==> src/rtl/wb_arb_pkg.sv <==
// Shared widths and the write-port request type for the register-file write arbiter.
// Used by wb_fifo2 and wb_port_arbiter.
package wb_arb_pkg;

    localparam int unsigned DATA_W     = 32;
    localparam int unsigned ADDR_W     = 5;
    localparam int unsigned FIFO_DEPTH = 2;
    localparam int unsigned COUNT_W    = 2;

    typedef struct packed {
        logic [DATA_W-1:0] Dw;
        logic [ADDR_W-1:0] Aw;
    } wb_req_t;

    function automatic wb_req_t make_req(input logic [DATA_W-1:0] dw,
                                         input logic [ADDR_W-1:0] aw);
        wb_req_t r;
        r.Dw = dw;
        r.Aw = aw;
        return r;
    endfunction

endpackage

==> src/rtl/wb_fifo2.sv <==
// Two-entry first-in first-out buffer for MDU results; slot 0 is always the head.
// A push is dropped when full, even if a pop happens in the same cycle.
module wb_fifo2
    import wb_arb_pkg::*;
(
    input  logic               clk,
    input  logic               reset,
    input  logic               push_i,
    input  wb_req_t            push_data_i,
    input  logic               pop_i,
    output wb_req_t            head_o,
    output logic [COUNT_W-1:0] count_o
);

    wb_req_t            slot0_q;
    wb_req_t            slot0_d;
    wb_req_t            slot1_q;
    wb_req_t            slot1_d;
    logic [COUNT_W-1:0] count_q;
    logic [COUNT_W-1:0] count_d;
    logic [COUNT_W-1:0] count_after_pop;
    logic               do_pop;
    logic               do_push;

    assign do_pop  = pop_i && (count_q != '0);
    assign do_push = push_i && (count_q < COUNT_W'(FIFO_DEPTH));

    always_comb begin
        slot0_d         = slot0_q;
        slot1_d         = slot1_q;
        count_after_pop = count_q;
        if (do_pop) begin
            slot0_d         = slot1_q;
            count_after_pop = count_q - COUNT_W'(1);
        end
        count_d = count_after_pop;
        if (do_push) begin
            // Land behind whatever survives the pop so order is preserved.
            if (count_after_pop == '0) begin
                slot0_d = push_data_i;
            end else begin
                slot1_d = push_data_i;
            end
            count_d = count_after_pop + COUNT_W'(1);
        end
    end

    always_ff @(posedge clk or posedge reset) begin
        if (reset) begin
            slot0_q <= '0;
            slot1_q <= '0;
            count_q <= '0;
        end else begin
            slot0_q <= slot0_d;
            slot1_q <= slot1_d;
            count_q <= count_d;
        end
    end

    assign head_o  = slot0_q;
    assign count_o = count_q;

endmodule

==> src/rtl/wb_port_arbiter.sv <==
// Register-file write-port arbiter: pipeline (P) versus buffered MDU results (M).
// Optional starvation guard is compiled in by defining WB_ARB_STARVE_GUARD_EN.
module wb_port_arbiter
    import wb_arb_pkg::*;
#(
    parameter int unsigned STARVE_LIMIT = 4
) (
    input  logic              clk,
    input  logic              reset,
    input  logic [DATA_W-1:0] pipeDw,
    input  logic [ADDR_W-1:0] pipeAw,
    input  logic              pipeRegWr,
    input  logic [DATA_W-1:0] mduDw,
    input  logic [ADDR_W-1:0] mduAw,
    input  logic              mduValid,
    output logic              mduReady,
    output logic              stallPipe,
    output logic [DATA_W-1:0] DwOut,
    output logic [ADDR_W-1:0] AwOut,
    output logic              RegWrOut
);

    logic [COUNT_W-1:0] fifo_count;
    wb_req_t            fifo_head;
    wb_req_t            mdu_req;
    wb_req_t            win_req;
    logic               fifo_empty;
    logic               fifo_push;
    logic               grant_m;
    logic               grant_p;

    logic [DATA_W-1:0]  dw_q;
    logic [DATA_W-1:0]  dw_d;
    logic [ADDR_W-1:0]  aw_q;
    logic [ADDR_W-1:0]  aw_d;
    logic               regwr_q;
    logic               regwr_d;

    assign fifo_empty = (fifo_count == '0);
    assign mduReady   = !reset && (fifo_count < COUNT_W'(FIFO_DEPTH));
    // Results for $0 are accepted but never buffered.
    assign fifo_push  = mduValid && mduReady && (mduAw != '0);
    assign mdu_req    = make_req(mduDw, mduAw);

    wb_fifo2 u_fifo (
        .clk         (clk),
        .reset       (reset),
        .push_i      (fifo_push),
        .push_data_i (mdu_req),
        .pop_i       (grant_m),
        .head_o      (fifo_head),
        .count_o     (fifo_count)
    );

`ifdef WB_ARB_STARVE_GUARD_EN
    localparam int unsigned        STARVE_W = 4;
    localparam logic [STARVE_W-1:0] LimitC   = STARVE_W'(STARVE_LIMIT);

    logic [STARVE_W-1:0] starve_q;
    logic [STARVE_W-1:0] starve_d;

    assign stallPipe = !fifo_empty && (starve_q == LimitC);

    always_comb begin
        starve_d = starve_q;
        if (fifo_empty || grant_m) begin
            starve_d = '0;
        end else if (starve_q != LimitC) begin
            starve_d = starve_q + STARVE_W'(1);
        end
    end

    always_ff @(posedge clk or posedge reset) begin
        if (reset) begin
            starve_q <= '0;
        end else begin
            starve_q <= starve_d;
        end
    end
`else
    assign stallPipe = 1'b0;
`endif

    always_comb begin
        grant_m = 1'b0;
        grant_p = 1'b0;
        if (stallPipe) begin
            grant_m = 1'b1;
        end else if (pipeRegWr) begin
            grant_p = 1'b1;
        end else if (!fifo_empty) begin
            grant_m = 1'b1;
        end
    end

    assign win_req = grant_p ? make_req(pipeDw, pipeAw) : fifo_head;

    always_comb begin
        dw_d    = dw_q;
        aw_d    = aw_q;
        regwr_d = grant_m || grant_p;
        if (regwr_d) begin
            dw_d = win_req.Dw;
            aw_d = win_req.Aw;
        end
    end

    always_ff @(posedge clk or posedge reset) begin
        if (reset) begin
            dw_q    <= '0;
            aw_q    <= '0;
            regwr_q <= 1'b0;
        end else begin
            dw_q    <= dw_d;
            aw_q    <= aw_d;
            regwr_q <= regwr_d;
        end
    end

    assign DwOut    = dw_q;
    assign AwOut    = aw_q;
    assign RegWrOut = regwr_q;

    a_limit_legal: assert property (@(posedge clk) disable iff (reset)
        (STARVE_LIMIT >= 1) && (STARVE_LIMIT <= 15));

    a_stall_has_head: assert property (@(posedge clk) disable iff (reset)
        stallPipe |-> !fifo_empty);

    a_one_grant: assert property (@(posedge clk) disable iff (reset)
        !(grant_m && grant_p));

endmodule
==> config.mk <==
export PLATFORM = sky130hd
export DESIGN_NAME = wb_port_arbiter
export DESIGN_NICKNAME = d
export VERILOG_FILES = /design/src/rtl/wb_arb_pkg.sv /design/src/rtl/wb_fifo2.sv /design/src/rtl/wb_port_arbiter.sv
export SDC_FILE = /design/constraint.sdc
export NUM_CORES = 1
export LEC_CHECK = 0
export ABC_AREA = 1
export BUFFER_PORTS_ARGS = -buffer_cell sky130_fd_sc_hd__buf_2
export CAP_MARGIN = 25
export CORE_AREA = 4 4 140 142
export CTS_CLUSTER_SIZE = 16
export DETAILED_ROUTE_END_ITERATION = 16
export DIE_AREA = 0 0 144 146
export REMOVE_ABC_BUFFERS = 1
export SLEW_MARGIN = 20
export SYNTH_ARGS = -nofsm -noshare
export SYNTH_HDL_FRONTEND = slang
export SYNTH_SLANG_ARGS = --single-unit
==> constraint.sdc <==
create_clock -name clk -period 4 [get_ports clk]
set_input_delay 1 -clock clk [delete_from_list [all_inputs] [get_ports clk]]
set_output_delay 1 -clock clk [all_outputs]
set_load 0.01 [all_outputs]
==> results.sh <==
export IMPL_finalMaxSlewViolations=0
export IMPL_cp_start_kind="input port"
export IMPL_drive_gt1_share_pct=22.0
export IMPL_fin_skew_ps=7.02
export IMPL_firstDrtPassIters=4
export IMPL_grt_overflow=0
export IMPL_layout_setup_ws_ps=1050
export IMPL_cts_hold_buffers_added=0
export IMPL_clk_latency_ps=410
export IMPL_p_leak_nw=3.39
export IMPL_synth_seq_cells=114
export IMPL_drc=0
export IMPL_power_density_mw_per_mm2=720
export IMPL_dr_first_iter_drc_count=219
export IMPL_dp_hpwl_um=9760
export IMPL_portBuffers=116
export IMPL_seq_power_share_pct=37.6
export IMPL_coreArea_mm2=0.0185
export IMPL_placementRows=50
export IMPL_htreeDepth=4
export IMPL_slew_headroom_pct=51.0
export IMPL_max_vdd_ir_drop_v=0.000302
export IMPL_grt_pass1_vias=4735
export IMPL_finalCritPeriodShare_pct=73.7
export IMPL_netSwitchingPower_w=0.00174
export IMPL_fin_crit_ps=2950
export IMPL_power_frac_clock_pct=29.5
export IMPL_yosysWarningCount=0
export IMPL_path_class="input port to flip-flop"
export IMPL_cts_buffers=17
export IMPL_worstMarginPinSlew_ps=733
export IMPL_hold_viol=0
export IMPL_viasPerCell=4.66
export IMPL_ant_nets=0
export IMPL_status="complete, no violations"
export IMPL_track_usage_pct=15.3
export IMPL_final_common_cell="nand2_1"
export IMPL_post_cts_buffers=0
export IMPL_clk_path_buf_depth=2
export IMPL_io_pins=118
export IMPL_cp_data_required_time_ps=4290
export IMPL_die_area_mm2=0.0210
export IMPL_initial_core_util_pct=29.4
export IMPL_grt_max_degree=77
export IMPL_fin_nets=825
export IMPL_drv_cap=0
export IMPL_yosysUniqueCellTypes=21
export IMPL_swShare_pct=36.4
export IMPL_comb_power_share_pct=32.8
export IMPL_hp_class="flip-flop to flip-flop"
export IMPL_die_w_um=144
export IMPL_timing_fmax_mhz=339
export IMPL_antenna_found_initial=0
export IMPL_wl_per_cell_um=15.4
export IMPL_cp_max_fo=37
export IMPL_worstSetupEndpointType="flip-flop"
export IMPL_totalWireLength_um=15200
export IMPL_num_antenna_cells=0
export IMPL_seqCellArea_mm2=0.00285
export IMPL_final_cell_mix="280 x nand2_1, 116 x buf_2, 114 x dfrtp_1"
export IMPL_synth_area_mm2=0.00543
export IMPL_cts_tree="built"
export IMPL_root_buffer="clkbuf_16"
export IMPL_clk_pin_slew_ps=50
export IMPL_vias=4609
export IMPL_die_height_um=146
export IMPL_setup_violations=0
export IMPL_cp_arrival_ps=3240
export IMPL_synth_area_per_cell_um2=8.39
export IMPL_grt_pass1_wl_um=25200
export IMPL_rrSetupSlack_ps=1110
export IMPL_area_growth_pct=22.5
export IMPL_netlist_instances=647
export IMPL_pre_cts_slack_ps=579
export IMPL_power_internal_w=0.00304
export IMPL_grt_setup_unrepaired="no"
export IMPL_clkSinkCount=114
export IMPL_post_cts_resized=0
export IMPL_ys_seq_area_share_pct=52.5
export IMPL_whs_ps=466
export IMPL_fillers=1912
export IMPL_gp_congestion=0.730
export IMPL_multi_input_area_mm2=0.00210
power groups by stage:
| stage | clock [W] | combinational (W) | sequential [W] |
|---|---|---|---|
| final | 0.00141 | 0.00157 | 0.00180 |
| after global routing | 0.00151 | 0.00184 | 0.00186 |
| after CTS | 0.00145 | 0.00161 | 0.00180 |
| after detailed placement | 0 | 0.00160 | 0.00182 |
| after global placement | 0 | 0.00156 | 0.00180 |
| after floorplan | 0 | 0.000960 | 0.00183 |
cell families (layout without fill, tap and decap cells):
group,Yosys count,in the layout,share of synthesized area (%)
AOI/OAI and AO/OA,67,67,7.70
and+or+nand+nor,369,369,30.2
other,1,1,0.0691
DFF,114,114,52.5
adders and majority gates,2,2,0.461
buffers and inverters,94,203,8.99
cell usage after synthesis (all sizes together):
cell type | count | share of area (%)
nand2 | 281 | 19
dfrtp | 114 | 53
nand4 | 74 | 8.5
inv | 44 | 3.0
buf | 42 | 5.4
o21ai | 34 | 3.1
o211ai | 33 | 4.6
nand3 | 10 | 1.6
clkbuf | 8 | 0.55
nor2 | 4 | 0.62
ha | 2 | 0.46
conb | 1 | 0.069
per-layer routing:
layer | routed length, um | global-route usage, % | part of all wire [%]
met5 | 0 | 0 | 0
met3 | 773 | 3.98 | 5.1
met2 | 7050 | 23.6 | 46
met4 | 233 | 4.76 | 1.5
met1 | 7140 | 21.1 | 47
cell type report:
type	count	share of cell area, %
multi-input combinational	439	31.5
clock inverter	7	1.28
inverter	44	2.52
clock buffer	23	6.89
tap	234	4.40
timing repair buffer	129	10.5
sequential	114	42.9
state kept, by name, summed over array words and instances, names as in the netlist:
register and cells:
AwOut 5, DwOut 32, RegWrOut 1, u_fifo.count_o 2, u_fifo.head_o 37, u_fifo.slot1_q 37
final timing paths:
path | start | endpoint | cells after the start
max reg2reg | u_fifo.count_o[0] | u_fifo.slot1_q[21] | 11
min in group asynchronous | reset | RegWrOut | 3
min | u_fifo.slot1_q[24] | u_fifo.slot1_q[24] | 2
min reg2reg | u_fifo.slot1_q[24] | u_fifo.slot1_q[24] | 2
max | pipeRegWr | u_fifo.slot1_q[21] | 10
max in group asynchronous | reset | u_fifo.head_o[0] | 5
stage by stage:
stage                     total power, W  area, um^2  std cells  TNS (ps)  util (%)
after floorplan                  0.00279        5110        597    -64700         -
after global placement           0.00337        6080        959         0      32.9
after detailed placement         0.00342        6080        959         0      32.9
after CTS                        0.00486        6620        989         0      35.9
after global routing             0.00520        6650        990         0      36.0
final                            0.00479        6650        990         0      36.0
worst max-delay path, stage by stage:
cell and delay (ps):
buf_2 130, nor2_4 250, inv_2 240, o21ai_1 220
inv_1 60, ha_2 280, inv_2 320, nand3_4 470
nand2_1 180, nand2_1 70
Power figures use the tool's default switching activity.
